**src/rtl/spi_seq_pkg.sv**
```systemverilog
// spi_seq_pkg: shared state encoding and bus widths for the SPI burst sequencer
package spi_seq_pkg;
    localparam int SPI_ADDR_W = 8;
    localparam int SPI_DATA_W = 8;
    typedef enum logic [2:0] {IDLE, FETCH, ISSUE, WAIT, DONE} state_t;
endpackage

```
**src/rtl/spi_seq_fifo.sv**
```systemverilog
// spi_seq_fifo: synchronous FIFO with occupancy count and simultaneous push/pop
// Ports: push/push_data write side; pop/head/valid read side; count = occupancy.
module spi_seq_fifo #(
    parameter int WIDTH = 8,
    parameter int DEPTH = 16
) (
    input  logic                     clk,
    input  logic                     rst,
    input  logic                     push,
    input  logic [WIDTH-1:0]         push_data,
    input  logic                     pop,
    output logic [WIDTH-1:0]         head,
    output logic                     valid,
    output logic [$clog2(DEPTH):0]   count
);
    localparam int AW = $clog2(DEPTH);
    logic [WIDTH-1:0] mem [DEPTH];
    logic [AW-1:0]    wp, rp;
    logic             do_push, do_pop;
    // a pop frees a slot in the same cycle, so push into a full FIFO is legal when popping
    assign do_pop  = pop && count != '0;
    assign do_push = push && (count != (AW+1)'(DEPTH) || do_pop);
    assign head    = mem[rp];
    assign valid   = count != '0;
    always_ff @(posedge clk or posedge rst) begin
        if (rst) begin
            wp    <= '0;
            rp    <= '0;
            count <= '0;
        end else begin
            wp    <= wp + AW'(do_push);
            rp    <= rp + AW'(do_pop);
            count <= count + (AW+1)'(do_push) - (AW+1)'(do_pop);
        end
    end
    always_ff @(posedge clk)
        if (do_push) mem[wp] <= push_data;
endmodule

```
**src/rtl/spi_burst_sequencer.sv**
```systemverilog
// spi_burst_sequencer: sequences multi-word SPI register bursts through a single-byte SPI driver
// Ports: start/op_read/start_addr/num_words/abort control; busy/done/error/words_done status;
// wr_* write byte stream in; rd_* read FIFO out; spi_* command/response to the SPI driver.
module spi_burst_sequencer
    import spi_seq_pkg::*;
#(
    parameter int FIFO_DEPTH     = 16,
    parameter int TIMEOUT_CYCLES = 4096,
    parameter int ADDR_INCR      = 1
) (
    input  logic                        clk,
    input  logic                        rst,
    input  logic                        start,
    input  logic                        op_read,
    input  logic [SPI_ADDR_W-1:0]       start_addr,
    input  logic [7:0]                  num_words,
    input  logic                        abort,
    output logic                        busy,
    output logic                        done,
    output logic                        error,
    output logic [7:0]                  words_done,
    input  logic [SPI_DATA_W-1:0]       wr_data,
    input  logic                        wr_valid,
    output logic                        wr_ready,
    output logic [SPI_DATA_W-1:0]       rd_data,
    output logic                        rd_valid,
    input  logic                        rd_ready,
    output logic [$clog2(FIFO_DEPTH):0] rd_count,
    output logic                        spi_new_command,
    output logic [SPI_ADDR_W-1:0]       spi_register_addr,
    output logic [SPI_DATA_W-1:0]       spi_write_data,
    input  logic [SPI_DATA_W-1:0]       spi_data_read,
    input  logic                        spi_transaction_complete
);
    localparam int CW = $clog2(FIFO_DEPTH) + 1;
    localparam int TW = $clog2(TIMEOUT_CYCLES + 1);
    state_t        state, nstate;
    logic          op_q, tc_prev, comp_edge, timed_out, can_issue, last, push;
    logic [7:0]    num_q;
    logic [TW-1:0] tmo;
    assign comp_edge = spi_transaction_complete && !tc_prev;
    assign timed_out = tmo == TW'(TIMEOUT_CYCLES - 1);
    // one transaction in flight at most, so a free slot now guarantees room for its byte
    assign can_issue = !op_q || rd_count != CW'(FIFO_DEPTH);
    assign last      = words_done + 8'd1 == num_q;
    always_ff @(posedge clk or posedge rst) begin
        if (rst) state <= IDLE;
        else     state <= nstate;
    end
    always_comb begin
        nstate = state;
        unique case (state)
            IDLE:  if (start) nstate = num_words == 8'd0 ? DONE : op_read ? ISSUE : FETCH;
            FETCH: nstate = abort ? DONE : wr_valid ? ISSUE : FETCH;
            ISSUE: nstate = abort ? DONE : can_issue ? WAIT : ISSUE;
            WAIT:  if (comp_edge) nstate = (last || abort) ? DONE : op_q ? ISSUE : FETCH;
                   else if (timed_out) nstate = DONE;
            DONE:  nstate = IDLE;
            default: nstate = IDLE;
        endcase
    end
    always_comb begin
        busy            = state != IDLE;
        done            = state == DONE;
        wr_ready        = state == FETCH && !abort;
        spi_new_command = state == ISSUE && !abort && can_issue;
        push            = state == WAIT && comp_edge && op_q;
    end
    always_ff @(posedge clk or posedge rst) begin
        if (rst) begin
            op_q              <= 1'b0;
            num_q             <= '0;
            tc_prev           <= 1'b0;
            tmo               <= '0;
            error             <= 1'b0;
            words_done        <= '0;
            spi_register_addr <= '0;
            spi_write_data    <= '0;
        end else begin
            tc_prev <= spi_transaction_complete;
            if (state == IDLE && start) begin
                op_q              <= op_read;
                num_q             <= num_words;
                spi_register_addr <= start_addr;
                error             <= 1'b0;
                words_done        <= '0;
            end
            if (wr_ready && wr_valid) spi_write_data <= wr_data;
            if (state == ISSUE) tmo <= '0;
            if (state == WAIT) begin
                tmo <= tmo + TW'(1);
                if (comp_edge) begin
                    words_done        <= words_done + 8'd1;
                    spi_register_addr <= spi_register_addr + SPI_ADDR_W'(ADDR_INCR);
                end else if (timed_out) error <= 1'b1;
            end
        end
    end
    spi_seq_fifo #(.WIDTH(SPI_DATA_W), .DEPTH(FIFO_DEPTH)) u_fifo (
        .clk       (clk),
        .rst       (rst),
        .push      (push),
        .push_data (spi_data_read),
        .pop       (rd_ready),
        .head      (rd_data),
        .valid     (rd_valid),
        .count     (rd_count)
    );
endmodule

```
**config.mk**
```make
export PLATFORM = sky130hd
export DESIGN_NAME = spi_burst_sequencer
export DESIGN_NICKNAME = d
export VERILOG_FILES = /design/src/rtl/spi_seq_pkg.sv /design/src/rtl/spi_seq_fifo.sv /design/src/rtl/spi_burst_sequencer.sv
export SDC_FILE = /design/constraint.sdc
export NUM_CORES = 1
export LEC_CHECK = 0
export CAP_MARGIN = 0
export CORE_MARGIN = 3
export CORE_UTILIZATION = 45
export DETAILED_ROUTE_END_ITERATION = 8
export DONT_BUFFER_PORTS = 1
export GPL_ROUTABILITY_DRIVEN = 0
export GPL_TIMING_DRIVEN = 0
export PLACE_DENSITY = 0.59
export SETUP_SLACK_MARGIN = 0.4
export SYNTH_ARGS = -nofsm -noshare
export SYNTH_HDL_FRONTEND = slang
export SYNTH_SLANG_ARGS = --single-unit
```
**constraint.sdc**
```tcl
create_clock -name clk -period 4.3 [get_ports clk]
set_input_delay 0.86 -clock clk [delete_from_list [all_inputs] [get_ports clk]]
set_output_delay 0.86 -clock clk [all_outputs]
set_load 0.01 [all_outputs]
```
# ---- Word-level counts from Yosys, hierarchy flattened
# Memory sizes are Yosys's and may differ from the RTL's.
# Cells that the tools add are included.
dict set report word_totals {
  n_memories 1
  ramBits 128
  elab_cells 77
  reg_bits 64
  out_inout_bits 43
}
# name words word_bits rd rd_ports_with_merged_regs wr line
set mem_list {}
lappend mem_list {u_fifo.mem 16 8 1 0 1 spi_seq_fifo.sv:17} ;# logic [WIDTH-1:0] mem [DEPTH];
dict set report classes {
  n_reduce_logical 22
  muxes 26
  add_sub_neg 7
  n_eq_ne 9
}
# cell count
set op_table {}
lappend op_table {{8-bit two-way mux} 6}
lappend op_table {{13-bit two-way mux} 2}
lappend op_table {{3-bit two-way mux} 7}
lappend op_table {{8-bit by 1-bit adder with 8-bit output, second input constant} 2}
lappend op_table {{13-bit by 1-bit adder with 13-bit output, second input constant} 1}
lappend op_table {{13-bit by 12-bit == test with 1-bit output, second input constant} 1}
lappend op_table {{3-bit one-hot mux with 4 select lines} 1}
lappend op_table {{1-bit logical AND} 10}
lappend op_table {{4-bit by 1-bit adder with 4-bit output} 2}
lappend op_table {{8-bit == test} 1}
lappend op_table {{8-bit zero test} 1}
lappend op_table {{1-bit two-way mux} 7}
lappend op_table {{3-bit by 2-bit == test with 1-bit output, second input constant} 2}
lappend op_table {{2-bit two-way mux} 3}
lappend op_table {{5-bit by 1-bit adder with 5-bit output} 1}
lappend op_table {{5-bit != test, second input constant} 1}
lappend op_table {{5-bit nonzero test} 1}
lappend op_table {{5-bit by 1-bit subtractor with 5-bit output} 1}
lappend op_table {{3-bit by 1-bit == test with 1-bit output, second input constant} 1}
lappend op_table {{3-bit == test, second input constant} 1}
lappend op_table {{1-bit zero test} 3}
lappend op_table {{3-bit zero test} 1}
lappend op_table {{1-bit logical OR} 3}
lappend op_table {{3-bit != test, second input constant} 1}
lappend op_table {{4 further kinds} 4}

# ---- Depth between registers and ports, before layout
# Gate-level depths: netlist of the first run.
dict set report depth {
  depth_word 7
  mapped_depth 14
  depth_no_buf 14
}

# ---- Cells and area by module
# Synthesis of the first run repeated with hierarchy kept, for this count alone.
dict set report unflattened {
  hier_cells 604
  area_unflattened_um2 8469.4
}
# module seq_area_each_um2 area_per_inst_um2 n_inst cells_each
set modules_own_cells {}
lappend modules_own_cells {spi_seq_fifo 4169.0 5714.2 1 309}
lappend modules_own_cells {spi_burst_sequencer 1276.2 2755.1 1 295}

# ---- Worst setup path after synthesis of the first run
# No wires, ideal clock.
dict set report synth_timing {
  path_type {reg2reg}
  from {reg u_fifo.count[3]}
  to {reg u_fifo.count[4]}
  path_stages_with_launch 15
  setup_time_ns 0.125
  path_buffers 0
  required_time_ns 4.175
  slack_ns 1.462
  arrival_ns 2.713
  cell_sequence {dfrtp_1 inv_1 ha_1 or4b_2 and2_1 ha_1 inv_1 ha_1 inv_1 fa_1 inv_1 a21oi_1 nor2_1 nor2_1 xnor2_1}
}
dict set report synth_between {
  elab_chain_len 6
}
# item line
set synth_lines {}
lappend synth_lines {{start, declared} spi_seq_fifo.sv:14} ;# output logic [$clog2(DEPTH):0] count
lappend synth_lines {{start signal, assigned} spi_seq_fifo.sv:33} ;# count <= count + (AW+1)'(do_push) - (AW+1)'(do_pop);
lappend synth_lines {{5-bit nonzero test *} --}
lappend synth_lines {{named net rd_valid} spi_burst_sequencer.sv:26} ;# output logic rd_valid,
lappend synth_lines {{1-bit logical AND *} spi_seq_fifo.sv:21} ;# assign do_pop = pop && count != '0;
lappend synth_lines {{1-bit logical OR} spi_seq_fifo.sv:22} ;# assign do_push = push && (count != (AW+1)'(DEPTH) || do_pop);
lappend synth_lines {{1-bit logical AND} spi_seq_fifo.sv:22}
lappend synth_lines {{5-bit by 1-bit adder with 5-bit output} spi_seq_fifo.sv:33}
lappend synth_lines {{5-bit by 1-bit subtractor with 5-bit output *} spi_seq_fifo.sv:33}
# The timed path passes the listed nets; every way through them passes the cells marked *.
# A chain may end at the register's enable or synchronous reset.

# ---- Worst setup path after layout of the first run
dict set report layout_timing {
  from {reg u_fifo.rp[2]}
  to {out rd_data[2]}
}
dict set report layout_between {
  elab_chain_len 1
}
# item line
set layout_lines {}
lappend layout_lines {{start, declared} spi_seq_fifo.sv:18} ;# logic [AW-1:0] wp, rp;
lappend layout_lines {{start signal, assigned} spi_seq_fifo.sv:32} ;# rp <= rp + AW'(do_pop);
lappend layout_lines {{memory read 16 x 8 bit} --}
lappend layout_lines {{end, declared} spi_burst_sequencer.sv:25} ;# output logic [SPI_DATA_W-1:0] rd_data,
# No other way between the ends.

==> impl_metrics.toml, run 1 <==
[synthesis]
netlist-cell-type-count = 65
synth-warning-count = 0
synth_cells = 609
yosysTopAreaCellShare = 0.458
synth_top_flop_cell = "sky130_fd_sc_hd__edfxtp_1"
synth_seq_cells = 192
synth_enable_flop_cells = 128
ranking_of_synthesized_cells_by_area = "sky130_fd_sc_hd__edfxtp_1 (46%), sky130_fd_sc_hd__dfrtp_1 (19%), sky130_fd_sc_hd__mux4_2 (4.3%)"
syn-num-nets = 663
synth_seq_area_share = 0.649
mappedNetlistArea_mm2 = 0.00839
post-synth-top-area-cell = "sky130_fd_sc_hd__edfxtp_1"
postSynth.asyncResetShare = 0.333
avgSynthCellArea_um2 = 13.8

[sta]
timing.hold.ws_ps = 446
grt_setup_unrepaired = "no"
worstMarginPinSlew_ps = 1210
setup-violations-final = 0
max_freq_ghz = 0.276
final_hold_viol_count = 0
timing.final.max_slew_violations = 0
setup_total_negative_slack_ps = 0
min_period_ps = 3620
worst_slew_margin_rel = 0.186
timing.clock.skew_ps = 16.1
period_share = 0.842

[routing]
routed_vias_inst = 5.85
routed_wire_length_per_instance_um = 20.9
drc = 0
drt_pass1_iterations = 5
total_routed_length_um = 18200
detailedRoute.firstIterationViolations = 294
antenna_left = 0
vias = 5089

[setup_path]
end_kind = "primary output"
reg2regPathDepth = 7
worst-r2r-setup-slack_ps = 1030
worst_ep_arrival_time_ps = 2760
crit_type = "reg2out"
critical_path_peak_fanout = 10
crit-reg2reg-launch = "u_fifo.count[2]"
cp-endpoint = "rd_data[2]"
timing.critical_path.from = "u_fifo.rp[2]"
r2r-end = "u_fifo.mem[0][5]"
timing.critical_path.required_ps = 3440
crit_path_start_kind = "register"

[grt]
track_usage = 0.187
global_route.overflow_total = 0
antenna_found_initial = 0
largest_net_degree_at_the_start_of_global_routing = 65
vias_in_the_first_global_route = 5225
wire_length_of_the_first_global_routing_pass_um = 29000

[clock_tree]
path_clk_slew_ps = 70
cts_setup_buffers = 0
cts_root_buffer = "sky130_fd_sc_hd__clkbuf_16"
cts_num_sinks = 192
clkLatencyLatePin_ps = 430
hold_bufs_inserted_after_cts = 0
cts_buffers = 17
htreeDepth = 4
cts_max_path_buffers = 2
number_of_gates_resized_after_cts = 0
clock_tree_from_tritoncts = "done"

[placement]
placement.io_buffers = 0
placed_cells_incl_taps = 838
dpl-instance-area_mm2 = 0.00868
dp_hpwl_um = 12500

[power]
clockPowerShare = 0.281
switchingPower_mw = 2.00
power.ir.vdd_worst_mv = 0.324
comb_power_share = 0.297
switching_fraction_of_total_power = 0.351
report.power.total_mw = 5.70
power_frac_seq = 0.423
p_int_mw = 3.70
total_leakage_power_nw = 3.41
power.density_mw_per_mm2 = 614

[die]
core_mm2 = 0.0181
die_width_um = 143
core.rowCount = 49
die_area_mm2 = 0.0203
design.portCount = 83
floorplan.die.height_um = 143
floorplan.initialDensity = 0.462

[final_layout]
final_non_filler_cell_area_mm2 = 0.00929
layout_commonest_cell = "sky130_fd_sc_hd__edfxtp_1"
final_cell_mix = "sky130_fd_sc_hd__edfxtp_1 (128), sky130_fd_sc_hd__nand2_1 (64), sky130_fd_sc_hd__dfrtp_1 (64), sky130_fd_sc_hd__nor2_1 (41), sky130_fd_sc_hd__mux2i_1 (32)"
finalNonFillerCells = 870
num-fill-cells = 1556
area.growth.synth_to_final_pct = 10.7
nNetsFinal = 682
diode_insertion_count_for_antenna_repair = 0
final_layout_size_suffix_gt1_frac = 0.123

[flow_run]
cap_violations = 0

[run_status]
run_status = "complete, no violations"

[hold_path]
timing.hold.worst.class = "in2async"
[worst max-delay path, cell delays in order (launching register included)]
cell	delay [ps]
sky130_fd_sc_hd__dfrtp_1	380
sky130_fd_sc_hd__clkbuf_1	250
sky130_fd_sc_hd__and2_1	240
sky130_fd_sc_hd__clkbuf_1	220
sky130_fd_sc_hd__buf_2	260
sky130_fd_sc_hd__a221oi_1	670
sky130_fd_sc_hd__o21ai_0	170
sky130_fd_sc_hd__nand2_1	150
[power by group through the flow]
stage / logic, mW / clock network, mW / registers [mW]
final: 1.69 / 1.60 / 2.41
after global routing: 1.88 / 1.71 / 2.44
after global placement: 1.66 / 0 / 2.44
after CTS: 1.71 / 1.63 / 2.41
after detailed placement: 1.71 / 0 / 2.45
after floorplan: 1.30 / 0 / 2.39
[cells in the mapped netlist (3+ instances only)]
| cell | n |
|---|---|
| sky130_fd_sc_hd__edfxtp_1 | 128 |
| sky130_fd_sc_hd__dfrtp_1 | 64 |
| sky130_fd_sc_hd__nand2_1 | 64 |
| sky130_fd_sc_hd__nor2_1 | 41 |
| sky130_fd_sc_hd__mux2i_1 | 32 |
| sky130_fd_sc_hd__o21ai_0 | 23 |
| sky130_fd_sc_hd__inv_1 | 22 |
| sky130_fd_sc_hd__a221oi_1 | 17 |
| sky130_fd_sc_hd__mux4_2 | 16 |
| sky130_fd_sc_hd__xnor2_1 | 16 |
| sky130_fd_sc_hd__nor3_1 | 14 |
| sky130_fd_sc_hd__ha_1 | 13 |
| sky130_fd_sc_hd__a21oi_1 | 12 |
| sky130_fd_sc_hd__clkbuf_1 | 12 |
| sky130_fd_sc_hd__nand3_1 | 10 |
| sky130_fd_sc_hd__a22oi_1 | 9 |
| sky130_fd_sc_hd__buf_2 | 9 |
| sky130_fd_sc_hd__mux2_1 | 8 |
| sky130_fd_sc_hd__or3_1 | 7 |
| sky130_fd_sc_hd__a31oi_1 | 6 |
| sky130_fd_sc_hd__xor2_1 | 6 |
| sky130_fd_sc_hd__nand2b_1 | 5 |
| sky130_fd_sc_hd__o21ai_1 | 5 |
| sky130_fd_sc_hd__nor4_1 | 4 |
| sky130_fd_sc_hd__a211oi_1 | 3 |
| sky130_fd_sc_hd__a221o_1 | 3 |
| sky130_fd_sc_hd__nand3b_1 | 3 |
| sky130_fd_sc_hd__nand4_1 | 3 |
| sky130_fd_sc_hd__nor2b_1 | 3 |
| sky130_fd_sc_hd__o221a_2 | 3 |
| sky130_fd_sc_hd__o22ai_1 | 3 |
| sky130_fd_sc_hd__o31ai_1 | 3 |
| sky130_fd_sc_hd__or2_2 | 3 |
[through the flow]
| step | worst slack, ps | utilization |
|---|---|---|
| finish | 679 | 0.512 |
| global route | 563 | 0.512 |
| CTS | 673 | 0.512 |
| detailed placement | 944 | 0.478 |
| global placement | 975 | 0.478 |
| floorplan | 1460 | - |
[worst min-delay path by stage]
stage	slack, ps	end	cells after the start
final	450	u_fifo.count[3]	1
after global routing	430	tc_prev	0
after CTS	430	tc_prev	0
after detailed placement	490	u_fifo.rp[1]	1
after global placement	480	u_fifo.rp[1]	1
after floorplan	470	num_q[1]	2
[logic make-up after synthesis]
kind of cell               Yosys count  synth area share
muxes                               56            0.0918
adders and majority gates           14            0.0218
and+or+nand+nor                    169            0.0966
DFF                                192             0.649
xor gates and xnor gates            22            0.0230
AOI/OAI and AO/OA                  106            0.0915
buffers and inverters               50            0.0264
[registers in the layout, indices dropped and copies added (netlist names), 5 cells and up]
register	count
u_fifo.mem	128
tmo	13
num_q	8
spi_register_addr	8
spi_write_data	8
words_done	8
u_fifo.count	5
[layer usage]
layer / share of wire / vias to the layer above / track usage
met1: 0.43 / 2578 / 0.249
li1: - / 2340 / -
met2: 0.49 / 147 / 0.295
met5: 0 / - / 0
met4: 0.025 / 0 / 0.0745
met3: 0.060 / 24 / 0.0507
[layout make-up]
| type | count | area [um2] | area share |
|---|---|---|---|
| multi-input cells | 367 | 2730 | 0.293 |
| well taps | 229 | 287 | 0.0309 |
| plain buffers | 26 | 131 | 0.0141 |
| flip-flops and latches | 192 | 5450 | 0.586 |
| clock inverters | 15 | 181 | 0.0195 |
| clock buffers | 17 | 425 | 0.0458 |
| inverters | 24 | 92.6 | 0.00997 |
Note: power is estimated with default switching activity, not from simulation.
==> inputs of run 2 (changes only) <==
- ABC_AREA: not set -> 1
- clock period: 4.3 -> 3.45 ns (I/O delays scaled with it)
==> run 2 against run 1 <==
Against the previous run: area after synthesis increased by 0.24%; global-route usage grew 2.2 points; combinational power is 34% higher; first-iteration DRC count rose by 62%; non-clock buffer count decreased by 3; count of clock-buffer cells in the layout rose by 3; worst setup slack worse by 210 ps; synthesized cell count up 30%; sequential power is 25% higher; sequential share of layout area fell by 0.079 points.
==> impl_metrics.toml, run 2 <==
[run_status]
run_status = "complete, no violations"

[power]
power.density_mw_per_mm2 = 771
total_leakage_power_nw = 3.66
power.ir.vdd_worst_mv = 0.379
clockPowerShare = 0.264
p_int_mw = 4.47
power_frac_seq = 0.422
switching_fraction_of_total_power = 0.377
switchingPower_mw = 2.71
comb_power_share = 0.314

[placement]
pre_cts_ws_ps = 483
placement.io_buffers = 0
dp_hpwl_um = 14300

[synthesis]
postSynth.asyncResetShare = 0.333
synthTopCellsByCount = "sky130_fd_sc_hd__nand2_1 (165), sky130_fd_sc_hd__edfxtp_1 (128), sky130_fd_sc_hd__o21ai_0 (76)"
synth_seq_cells = 192
syn-num-nets = 848
mappedNetlistArea_mm2 = 0.00841
ranking_of_synthesized_cells_by_area = "sky130_fd_sc_hd__edfxtp_1 (46%), sky130_fd_sc_hd__dfrtp_1 (19%), sky130_fd_sc_hd__nand2_1 (7.4%)"
synth-warning-count = 0
synth_cells = 794
avgSynthCellArea_um2 = 10.6
yosysTopAreaCellShare = 0.457
synth_top_flop_cell = "sky130_fd_sc_hd__edfxtp_1"
synth_seq_area_share = 0.647
yosysMostFrequentCell = "sky130_fd_sc_hd__nand2_1"
synth_enable_flop_cells = 128
netlist-cell-type-count = 42
post-synth-top-area-cell = "sky130_fd_sc_hd__edfxtp_1"

[sta]
max_freq_ghz = 0.336
setup_total_negative_slack_ps = 0
grt_setup_unrepaired = "yes"
timing.final.max_slew_violations = 0
worst_slew_margin_rel = 0.327
period_share = 0.863
min_period_ps = 2980
setup-violations-final = 0
worstMarginPinSlew_ps = 1010
timing.clock.skew_ps = 10.9
final.setup.worst_slack_ps = 474
final_hold_viol_count = 0

[grt]
track_usage = 0.209
global_route.overflow_total = 0
vias_in_the_first_global_route = 6057
largest_net_degree_at_the_start_of_global_routing = 65
wire_length_of_the_first_global_routing_pass_um = 32600
antenna_found_initial = 1

[routing]
detailedRoute.firstIterationViolations = 477
drc = 0
drt_pass1_iterations = 6
routed_wire_length_per_instance_um = 19.7
antenna_left = 0
vias = 5919
routed_vias_inst = 5.61
total_routed_length_um = 20800

[final_layout]
layout_commonest_cell = "sky130_fd_sc_hd__nand2_1"
final_layout_size_suffix_gt1_frac = 0.0823
area.growth.synth_to_final_pct = 10.6
diode_insertion_count_for_antenna_repair = 0
final_core_util = 0.512
largest_register_ffs = 128
final_cell_mix = "sky130_fd_sc_hd__nand2_1 (164), sky130_fd_sc_hd__edfxtp_1 (128), sky130_fd_sc_hd__o21ai_0 (76), sky130_fd_sc_hd__nor2_1 (74), sky130_fd_sc_hd__inv_1 (70)"
num-fill-cells = 1653
largest_registers = "u_fifo.mem x128, tmo x13"
top_register = "u_fifo.mem"
nNetsFinal = 867

[clock_tree]
hold_bufs_inserted_after_cts = 0
clkLatencyLatePin_ps = 430
clock_tree_from_tritoncts = "done"
cts_setup_buffers = 0
cts_num_sinks = 192
path_clk_slew_ps = 60
cts_root_buffer = "sky130_fd_sc_hd__clkbuf_16"
cts_buffers = 17
htreeDepth = 4
cts_max_path_buffers = 2

[setup_path]
crit_path_start_kind = "register"
worst_ep_arrival_time_ps = 2290
end_kind = "primary output"
cp_slowest_stage_delay_ps = 420
critical_path_peak_fanout = 10
crit_type = "reg2out"
crit_path_cell_trace = "buf_2, clkbuf_1, o21ai_0, o22ai_1, o21ai_0, nand2_1"
timing.critical_path.required_ps = 2760
worst_path_max_delay_cell = "sky130_fd_sc_hd__clkbuf_1"
critPathMostFrequentCell = "sky130_fd_sc_hd__o21ai_0"

[die]
die_width_um = 143
floorplan.die.height_um = 143
design.portCount = 83
core_mm2 = 0.0181
die_area_mm2 = 0.0204
floorplan.initialDensity = 0.464
core.rowCount = 49

[flow_run]
cap_violations = 0

[hold_path]
timing.hold.worst.class = "in2reg"
## run 2: cell types whose count changed in the layout (fill, tap and decap cells not counted), sizes merged, moves of 14 or more
cell	previous run	this run
nor2	41	77
a21oi	12	32
mux4	16	0
nand2	65	168
mux2i	32	0
inv	33	78
o21ai	28	77
nand3	11	51
xnor2	16	2
## run 2: worst max-delay path: cells and delay by family (launching register included)
| family | cells | cell delay (ps) |
|---|---|---|
| AO/OA/AOI/OAI | 3 | 710 |
| buffers and inverters | 2 | 630 |
| flip-flops | 1 | 350 |
| AND/OR/NAND/NOR | 1 | 180 |
## run 2: power by group through the flow
stage	clock [mW]	sequential [mW]	combinational [mW]
after floorplan	0	3.00	1.54
after global placement	0	3.06	2.13
after detailed placement	0	3.07	2.20
after CTS	1.93	3.03	2.21
after global routing	2.02	3.06	2.54
final	1.89	3.02	2.26
## run 2: per-layer routing
layer / routed length [um] / GRT usage
met2: 10000 / 0.346
met1: 8720 / 0.268
met4: 495 / 0.0710
met3: 1540 / 0.0569
met5: 14 / 0
## run 2: kinds of logic after synthesis
kind of cell,share of synthesized area
simple gates,0.167
flops,0.647
compound gates,0.105
xor+xnor,0.0115
fa+ha+maj,0.0217
buf+inv,0.0473
## run 2: final cells by class
type / count / area [um2] / area share
flip-flops and latches: 192 / 5450 / 0.585
multi-input cells: 500 / 2580 / 0.278
clock buffers: 20 / 447 / 0.0480
inverters: 79 / 302 / 0.0324
well taps: 229 / 287 / 0.0308
plain buffers: 23 / 119 / 0.0128
clock inverters: 12 / 118 / 0.0126
## run 2: worst paths after layout
path,start,end,slack (ps),cells past startpoint
setup / recovery,u_fifo.rp[1],rd_data[0],470,6
hold / removal,spi_transaction_complete,tc_prev,290,0
setup reg to reg,state[2],u_fifo.mem[7][6],700,10
hold reg to reg,tmo[8],tmo[8],510,1
max in group asynchronous,rst,u_fifo.count[1],2610,1
min in group asynchronous,rst,spi_register_addr[5],310,1
## run 2: stage by stage
| stage | std cells | total power, mW | hold slack, ps | area, um2 |
|---|---|---|---|---|
| after global placement | 1023 | 5.19 | 467 | 8700 |
| after CTS | 1055 | 7.16 | 273 | 9270 |
| final | 1055 | 7.17 | 285 | 9300 |
| after floorplan | 794 | 4.54 | 446 | 8410 |
| after detailed placement | 1023 | 5.27 | 494 | 8700 |
| after global routing | 1055 | 7.62 | 271 | 9300 |
## run 2: what timing repair did
item                                    CTS  global route
pin swaps                                 0             0
endpoints found under the setup margin    8             8
gates resized for setup                   6            19
